**config.mk**
```make
export PLATFORM = sky130hd
export DESIGN_NAME = bist_unit_flat
export DESIGN_NICKNAME = d
export VERILOG_FILES = /design/src/rtl/bist_pkg.sv /design/src/rtl/bist_unit_if.sv /design/src/rtl/bist_unit_sqrt_mul_core.sv /design/src/rtl/bist_unit.sv /design/src/flat_wrapper.sv
export SDC_FILE = /design/constraint.sdc
export NUM_CORES = 1
export LEC_CHECK = 0
export BUFFER_PORTS_ARGS = -buffer_cell sky130_fd_sc_hd__buf_2
export CAP_MARGIN = 20
export CORE_MARGIN = 5
export CORE_UTILIZATION = 56
export CTS_CLUSTER_SIZE = 40
export DETAILED_ROUTE_END_ITERATION = 16
export GPL_TIMING_DRIVEN = 0
export PLACE_DENSITY_LB_ADDON = 0.15
export SYNTH_ARGS = -nofsm -noshare
export SYNTH_HDL_FRONTEND = slang
export SYNTH_SLANG_ARGS = --single-unit
```
**constraint.sdc**
```tcl
create_clock -name clk -period 2.5 [get_ports clk]
set_clock_uncertainty 0.15 [all_clocks]
set_input_delay 0.25 -clock clk [delete_from_list [all_inputs] [get_ports clk]]
set_output_delay 0.25 -clock clk [all_outputs]
set_load 0.01 [all_outputs]
```
**src/rtl/bist_pkg.sv**
```systemverilog
// Shared types, constants and CRC/LFSR helpers for the self-testing a*isqrt(b) unit.
package bist_pkg;

    typedef enum logic [1:0] {IDLE, SQRT, MUL, DONE} state_t;
    typedef enum logic [1:0] {FUNC, BIST_RUN, BIST_DONE} mode_t;

    localparam logic [7:0]  CRC8_POLY = 8'h07;
    localparam logic [15:0] LFSR_TAPS = 16'hB400;

    // CRC-8, MSB first, no reflection, no final XOR
    function automatic logic [7:0] crc8_byte(input logic [7:0] crc, input logic [7:0] data);
        logic [7:0] c;
        c = crc ^ data;
        for (int unsigned i = 0; i < 8; i++) begin
            c = c[7] ? ((c << 1) ^ CRC8_POLY) : (c << 1);
        end
        return c;
    endfunction

    function automatic logic [15:0] lfsr_step(input logic [15:0] l);
        return l[0] ? ((l >> 1) ^ LFSR_TAPS) : (l >> 1);
    endfunction

endpackage

```
**src/rtl/bist_unit_if.sv**
```systemverilog
// Operand/result bundle of bist_unit; the driver side is master, the unit is slave.
interface bist_unit_if;
    logic [7:0]  a;
    logic [7:0]  b;
    logic        test;
    logic [15:0] out;

    modport master (output a, b, test, input out);
    modport slave  (input a, b, test, output out);
endinterface

```
**src/rtl/bist_unit_sqrt_mul_core.sv**
```systemverilog
// Iterative datapath: 4-step restoring isqrt of b, then 4-step shift-add a*root.
module sqrt_mul_core
    import bist_pkg::*;
(
    input  logic        clk,
    input  logic        rst,
    input  logic        clear,
    input  logic        start,
    input  logic [7:0]  a,
    input  logic [7:0]  b,
    output logic        done,
    output logic [11:0] result
);

    state_t      state, state_nx;
    logic [1:0]  cnt;
    logic [7:0]  b_r;
    logic [9:0]  rem;
    logic [3:0]  root;
    logic [11:0] mcand;
    logic [11:0] acc;
    logic [9:0]  rem_sh;
    logic [9:0]  trial;
    logic        ge;

    assign rem_sh = {rem[7:0], b_r[7:6]};
    assign trial  = {4'b0, root, 2'b01};
    assign ge     = rem_sh >= trial;

    always_ff @(posedge clk or negedge rst) begin
        if (!rst) state <= IDLE;
        else      state <= state_nx;
    end

    always_comb begin
        state_nx = state;
        case (state)
            IDLE:    if (start) state_nx = SQRT;
            SQRT:    if (cnt == 2'd3) state_nx = MUL;
            MUL:     if (cnt == 2'd3) state_nx = DONE;
            DONE:    state_nx = IDLE;
            default: state_nx = IDLE;
        endcase
        if (clear) state_nx = IDLE;
    end

    always_ff @(posedge clk or negedge rst) begin
        if (!rst) begin
            cnt   <= '0;
            b_r   <= '0;
            rem   <= '0;
            root  <= '0;
            mcand <= '0;
            acc   <= '0;
        end else if (clear) begin
            cnt <= '0;
        end else begin
            case (state)
                IDLE: if (start) begin
                    b_r   <= b;
                    mcand <= {4'b0, a};
                    rem   <= '0;
                    root  <= '0;
                    acc   <= '0;
                    cnt   <= '0;
                end
                SQRT: begin
                    b_r  <= b_r << 2;
                    rem  <= ge ? (rem_sh - trial) : rem_sh;
                    root <= {root[2:0], ge};
                    cnt  <= cnt + 2'd1;
                end
                // root is consumed LSB first as the multiplier
                MUL: begin
                    if (root[0]) acc <= acc + mcand;
                    mcand <= mcand << 1;
                    root  <= root >> 1;
                    cnt   <= cnt + 2'd1;
                end
                default: ;
            endcase
        end
    end

    assign done   = (state == DONE);
    assign result = acc;

endmodule

```
**src/rtl/bist_unit.sv**
```systemverilog
// out = a*isqrt(b) in functional mode; LFSR-driven BIST compacted into a CRC-8 signature.
// Optional BIST_ABORT_EN: a test edge during a running session aborts it back to FUNC.
module bist_unit
    import bist_pkg::*;
#(
    parameter int unsigned N_PATTERNS = 255,
    parameter logic [15:0] LFSR_SEED  = 16'hACE1,
    parameter logic [7:0]  CRC_INIT   = 8'h00
)(
    input  logic        clk,
    input  logic        rst,
    bist_unit_if.slave  bus
);

    mode_t       mode, mode_nx;
    logic        test_q, test_rise;
    logic [15:0] lfsr;
    logic [7:0]  crc, crc_nx;
    logic [15:0] pat_cnt;
    logic [7:0]  test_cnt;
    logic [15:0] out_r;
    logic        core_start, core_clear, core_done, start_bist, take, last;
    logic [7:0]  core_a, core_b;
    logic [11:0] core_res;
    logic [15:0] res16;

    sqrt_mul_core u_core (
        .clk    (clk),
        .rst    (rst),
        .clear  (core_clear),
        .start  (core_start),
        .a      (core_a),
        .b      (core_b),
        .done   (core_done),
        .result (core_res)
    );

    assign test_rise = bus.test & ~test_q;
    assign res16     = {4'b0, core_res};
    assign crc_nx    = crc8_byte(crc8_byte(crc, res16[15:8]), res16[7:0]);
    assign last      = (pat_cnt == 16'(N_PATTERNS - 1));
    assign take      = core_done & ~core_clear;

    always_ff @(posedge clk or negedge rst) begin
        if (!rst) mode <= FUNC;
        else      mode <= mode_nx;
    end

    always_comb begin
        mode_nx    = mode;
        core_start = 1'b0;
        core_clear = 1'b0;
        start_bist = 1'b0;
        core_a     = bus.a;
        core_b     = bus.b;
        case (mode)
            FUNC: begin
                core_start = 1'b1;
                if (test_rise) begin
                    mode_nx    = BIST_RUN;
                    core_clear = 1'b1;
                    start_bist = 1'b1;
                end
            end
            BIST_RUN: begin
                core_start = 1'b1;
                core_a     = lfsr[15:8];
                core_b     = lfsr[7:0];
                if (core_done && last) mode_nx = BIST_DONE;
`ifdef BIST_ABORT_EN
                if (test_rise) begin
                    mode_nx    = FUNC;
                    core_clear = 1'b1;
                end
`endif
            end
            BIST_DONE: if (test_rise) mode_nx = FUNC;
            default:   mode_nx = FUNC;
        endcase
    end

    // LFSR advances on each pattern's completion, after its operands were latched
    always_ff @(posedge clk or negedge rst) begin
        if (!rst) begin
            test_q   <= 1'b0;
            lfsr     <= LFSR_SEED;
            crc      <= CRC_INIT;
            pat_cnt  <= '0;
            test_cnt <= '0;
            out_r    <= '0;
        end else begin
            test_q <= bus.test;
            if (start_bist) begin
                lfsr    <= LFSR_SEED;
                crc     <= CRC_INIT;
                pat_cnt <= '0;
            end else if (mode == BIST_RUN && take) begin
                lfsr    <= lfsr_step(lfsr);
                crc     <= crc_nx;
                pat_cnt <= pat_cnt + 16'd1;
                if (last) begin
                    test_cnt <= test_cnt + 8'd1;
                    out_r    <= {test_cnt + 8'd1, crc_nx};
                end
            end else if (mode == FUNC && take) begin
                out_r <= res16;
            end
        end
    end

    assign bus.out = out_r;

endmodule

```
**src/flat_wrapper.sv**
```systemverilog
// flat-port wrapper written by rule: the top's interface ports become plain ports
module bist_unit_flat import bist_pkg::*;
#(
    parameter int unsigned N_PATTERNS = 255,
    parameter logic [15:0] LFSR_SEED  = 16'hACE1,
    parameter logic [7:0]  CRC_INIT   = 8'h00
)
  (clk, rst, bus_a, bus_b, bus_test, bus_out);
  bist_unit_if bus_i ();
  input  logic clk;
  input  logic rst;
  input wire logic [$bits(bus_i.a)-1:0] bus_a;
  input wire logic [$bits(bus_i.b)-1:0] bus_b;
  input wire logic [$bits(bus_i.test)-1:0] bus_test;
  output wire logic [$bits(bus_i.out)-1:0] bus_out;
  assign bus_i.a = bus_a;
  assign bus_i.b = bus_b;
  assign bus_i.test = bus_test;
  assign bus_out = bus_i.out;
  bist_unit #(.N_PATTERNS(N_PATTERNS), .LFSR_SEED(LFSR_SEED), .CRC_INIT(CRC_INIT)) u_core (.clk(clk), .rst(rst), .bus(bus_i));
endmodule
```
==> out/metrics.cfg <==
[setup_path]
rrSetupSlack_ns=0.11
cp-start-kind=flop
slowest_stage=dfrtp_1
critical-path-top-delay-family=compound AO/OA/AOI/OAI gates
critPathBufInv=3
crit_chain=inv_1 -> ha_1 -> nor4b_2 -> nand4_1 -> a211o_1 -> buf_2 -> buf_6 -> a211oi_1 -> a21o_1
r2r_start=u_core.pat_cnt[0]
arrival_ns=2.59
slowest_delay_ns=0.43
required_ns=2.70
r2r_cells=9
critPathMaxFanout=10
worst-setup-path-type=reg -> reg
reg2reg_to=u_core.bus.out[4]
cp-end-kind=flop

[yosys]
synth_ff_type=dfrtp_1
async_reset_ff_frac=1.000
syn_nets=718
yosysWarnings=0
synth_edf_count=0
yosysTopAreaCell=dfrtp_1
synth_cell_type_count=58
synth.avg_cell_area_sq_um=9.437
ys_seq_elements=115
synthCells=673
synth_area_sq_mm=0.006351
yosysSeqAreaShare=0.4547
yosysTopAreaCellShare=0.4216
synth_area_leaders=dfrtp_1, nand2_1, xnor2_1

[timing]
fin_crit_ns=2.392
finalSetupViolCount=0
slew_headroom=0.5405
fmax_mhz=418.1
hold_viol=0
tightest_slew_ns=0.6867
drv_slew=0
period_share=0.9567

[clock_tree]
tritoncts=done
htree_levels=4
clk_latency_ns=0.42
clkSinkCount=115
cts_max_path_buffers=2
root_buffer=clkbuf_16
cts_inserted_buffers=17
clkTransAtPathRegs_ns=0.06

[placement]
hpwl_um=10500
placed_cell_area_sq_mm=0.006730
gp_congestion=0.8853
post-place-cells=848
port_buffers=34

[detailed_routing]
drt_iter0_drc=368
wire_per_inst_um=16.47
drc=0
met3_length_um=660
via_count=5078
wl_met1_um=6698
wl_um=14580
wl_met2_um=6887
antenna_left=0
dr.pass1.iters=5
vias_per_cell=5.738
top_layer=met4

[die]
core_sq_mm=0.01098
die_x_um=116.5
chipHeight_um=116.5
rows=38
start_util=0.5783
dieArea_sq_mm=0.01357
num_io_pins=35

[finish]
nNetsFinal=777
final_common_cell=nand2_1
drive_gt1_frac=0.1436
seq_area_sq_mm=0.002888
antenna_cells=0
layout_common_cells=nand2_1, dfrtp_1, o21ai_0
stdcell_area_sq_mm=0.007401
n_fill_cell=880
multiInputGateArea_sq_mm=0.003281
area_growth_syn_to_layout_pct=16.53
stdcell_count=885

[hold_path]
hold_start=bus_b[1]
hold_path_depth=3
holdPathEnd=u_core.u_core.b_r[1]
hp-class=in -> reg

[pwr]
total_power_mw=9.038
p_per_area_mw_per_mm2=1221
ir_drop_mv=0.9981
leakagePower_nw=3.367

[global_routing]
grt.total_usage=0.2313
grt_pass1_wl_um=24270
overflow=0
antenna_found_initial=0
grt_pass1_vias=4932
grt_max_degree=86

[job]
maxCapViolations=0

[run_status]
status=complete, no violations

## report_power, final
group	internal, mW	switching, mW	leakage, nW
Combinational	1.61	2.17	1.58
Sequential	2.41	0.463	1.49
Clock	1.56	0.837	0.291
## cells in the mapped netlist, drive strengths merged (3+ instances only)
| cell | n |
|---|---|
| nand2 | 119 |
| dfrtp | 107 |
| o21ai | 67 |
| xnor2 | 44 |
| a21oi | 43 |
| nor2 | 39 |
| ha | 25 |
| mux2i | 24 |
| nand3 | 24 |
| xor2 | 24 |
| clkbuf | 20 |
| inv | 17 |
| a21o | 12 |
| buf | 12 |
| dfstp | 8 |
| nand4 | 8 |
| nand2b | 6 |
| o31ai | 6 |
| a211oi | 5 |
| a32o | 5 |
| nor3 | 5 |
| o211ai | 4 |
| a2bb2oi | 3 |
| and3 | 3 |
| mux2 | 3 |
| nor2b | 3 |
| nor4 | 3 |
| o21bai | 3 |
| or3 | 3 |
## cell type report
class / instances / area share
multi-input combinational: 509 / 0.4433
sequential: 115 / 0.3902
clock buffer: 22 / 0.06543
timing repair buffer: 41 / 0.03601
tap: 140 / 0.02367
buffer: 31 / 0.01860
clock inverter: 10 / 0.01420
inverter: 17 / 0.008622
## cells by family (layout without fill, tap and decap cells)
kind of cell	after synthesis	count (layout)	share of synthesized area
buffers and inverters	49	121	0.03231
flip-flops	115	115	0.4547
multiplexers	27	27	0.04314
adder cells (fa/ha/maj)	26	26	0.05240
AO/OA/AOI/OAI	163	163	0.1574
AND/OR/NAND/NOR	223	223	0.1580
XOR/XNOR	70	70	0.1020
## metal layers
metal  track usage  vias to the layer above
li1              -                     2454
met4       0.07811                        0
met3       0.06425                       28
met2        0.3688                      126
met5             0                        -
met1        0.3063                     2470
## registers in the layout, indices dropped and copies added (netlist names), 4 cells and up
name,cells
u_core.crc,8
u_core.u_core.result,12
u_core.lfsr,16
u_core.u_core.rem,8
u_core.u_core.mcand,12
u_core.bus.out,16
u_core.pat_cnt,16
u_core.test_cnt,8
u_core.u_core.root,4
u_core.u_core.b_r,8
## stage by stage
stage / utilization / worst slack, ns / TNS (ns) / hold slack (ns)
2_1_floorplan: - / 0.1919 / 0 / -0.1956
3_3_place_gp: 0.6097 / -0.3282 / -34.53 / 0.2545
3_5_place_dp: 0.6128 / -0.1479 / -0.7032 / -0.001179
4_1_cts: 0.6701 / 0.02596 / 0 / 0.02770
5_1_grt: 0.6738 / -0.008638 / -0.01414 / 0.01973
6_report: 0.6738 / 0.1083 / 0 / 0.03863
## timing repair
item,CTS,global route
pin swaps,2,3
endpoints found under the hold margin,108,0
hold buffers,2,0
buffers inserted,1,3
resized for setup,0,7
endpoints found under the setup margin,13,46
## worst max-delay path by stage
| stage | start | end | slack (ns) | cells after the start |
|---|---|---|---|---|
| CTS | u_core.mode[1] | u_core.u_core.result[10] | 0.03 | 8 |
| detailed placement | u_core.u_core.root[0] | u_core.u_core.rem[2] | -0.15 | 8 |
| global placement | rst | u_core.pat_cnt[11] | -0.33 | 1 |
| finish | u_core.pat_cnt[0] | u_core.bus.out[4] | 0.11 | 9 |
| floorplan | u_core.u_core.root[0] | u_core.u_core.rem[1] | 0.19 | 8 |
| global route | u_core.pat_cnt[0] | u_core.bus.out[4] | -0.009 | 9 |
## worst reg2reg max path: cells and delay by family (launching register included)
kind / cells / cell delay [ns]
AND/OR/NAND/NOR: 2 / 0.45
flip-flops: 1 / 0.43
AO/OA/AOI/OAI: 3 / 0.70
adder cells (fa/ha/maj): 1 / 0.15
buffers and inverters: 3 / 0.45
Note: power is estimated with default switching activity, not from simulation.
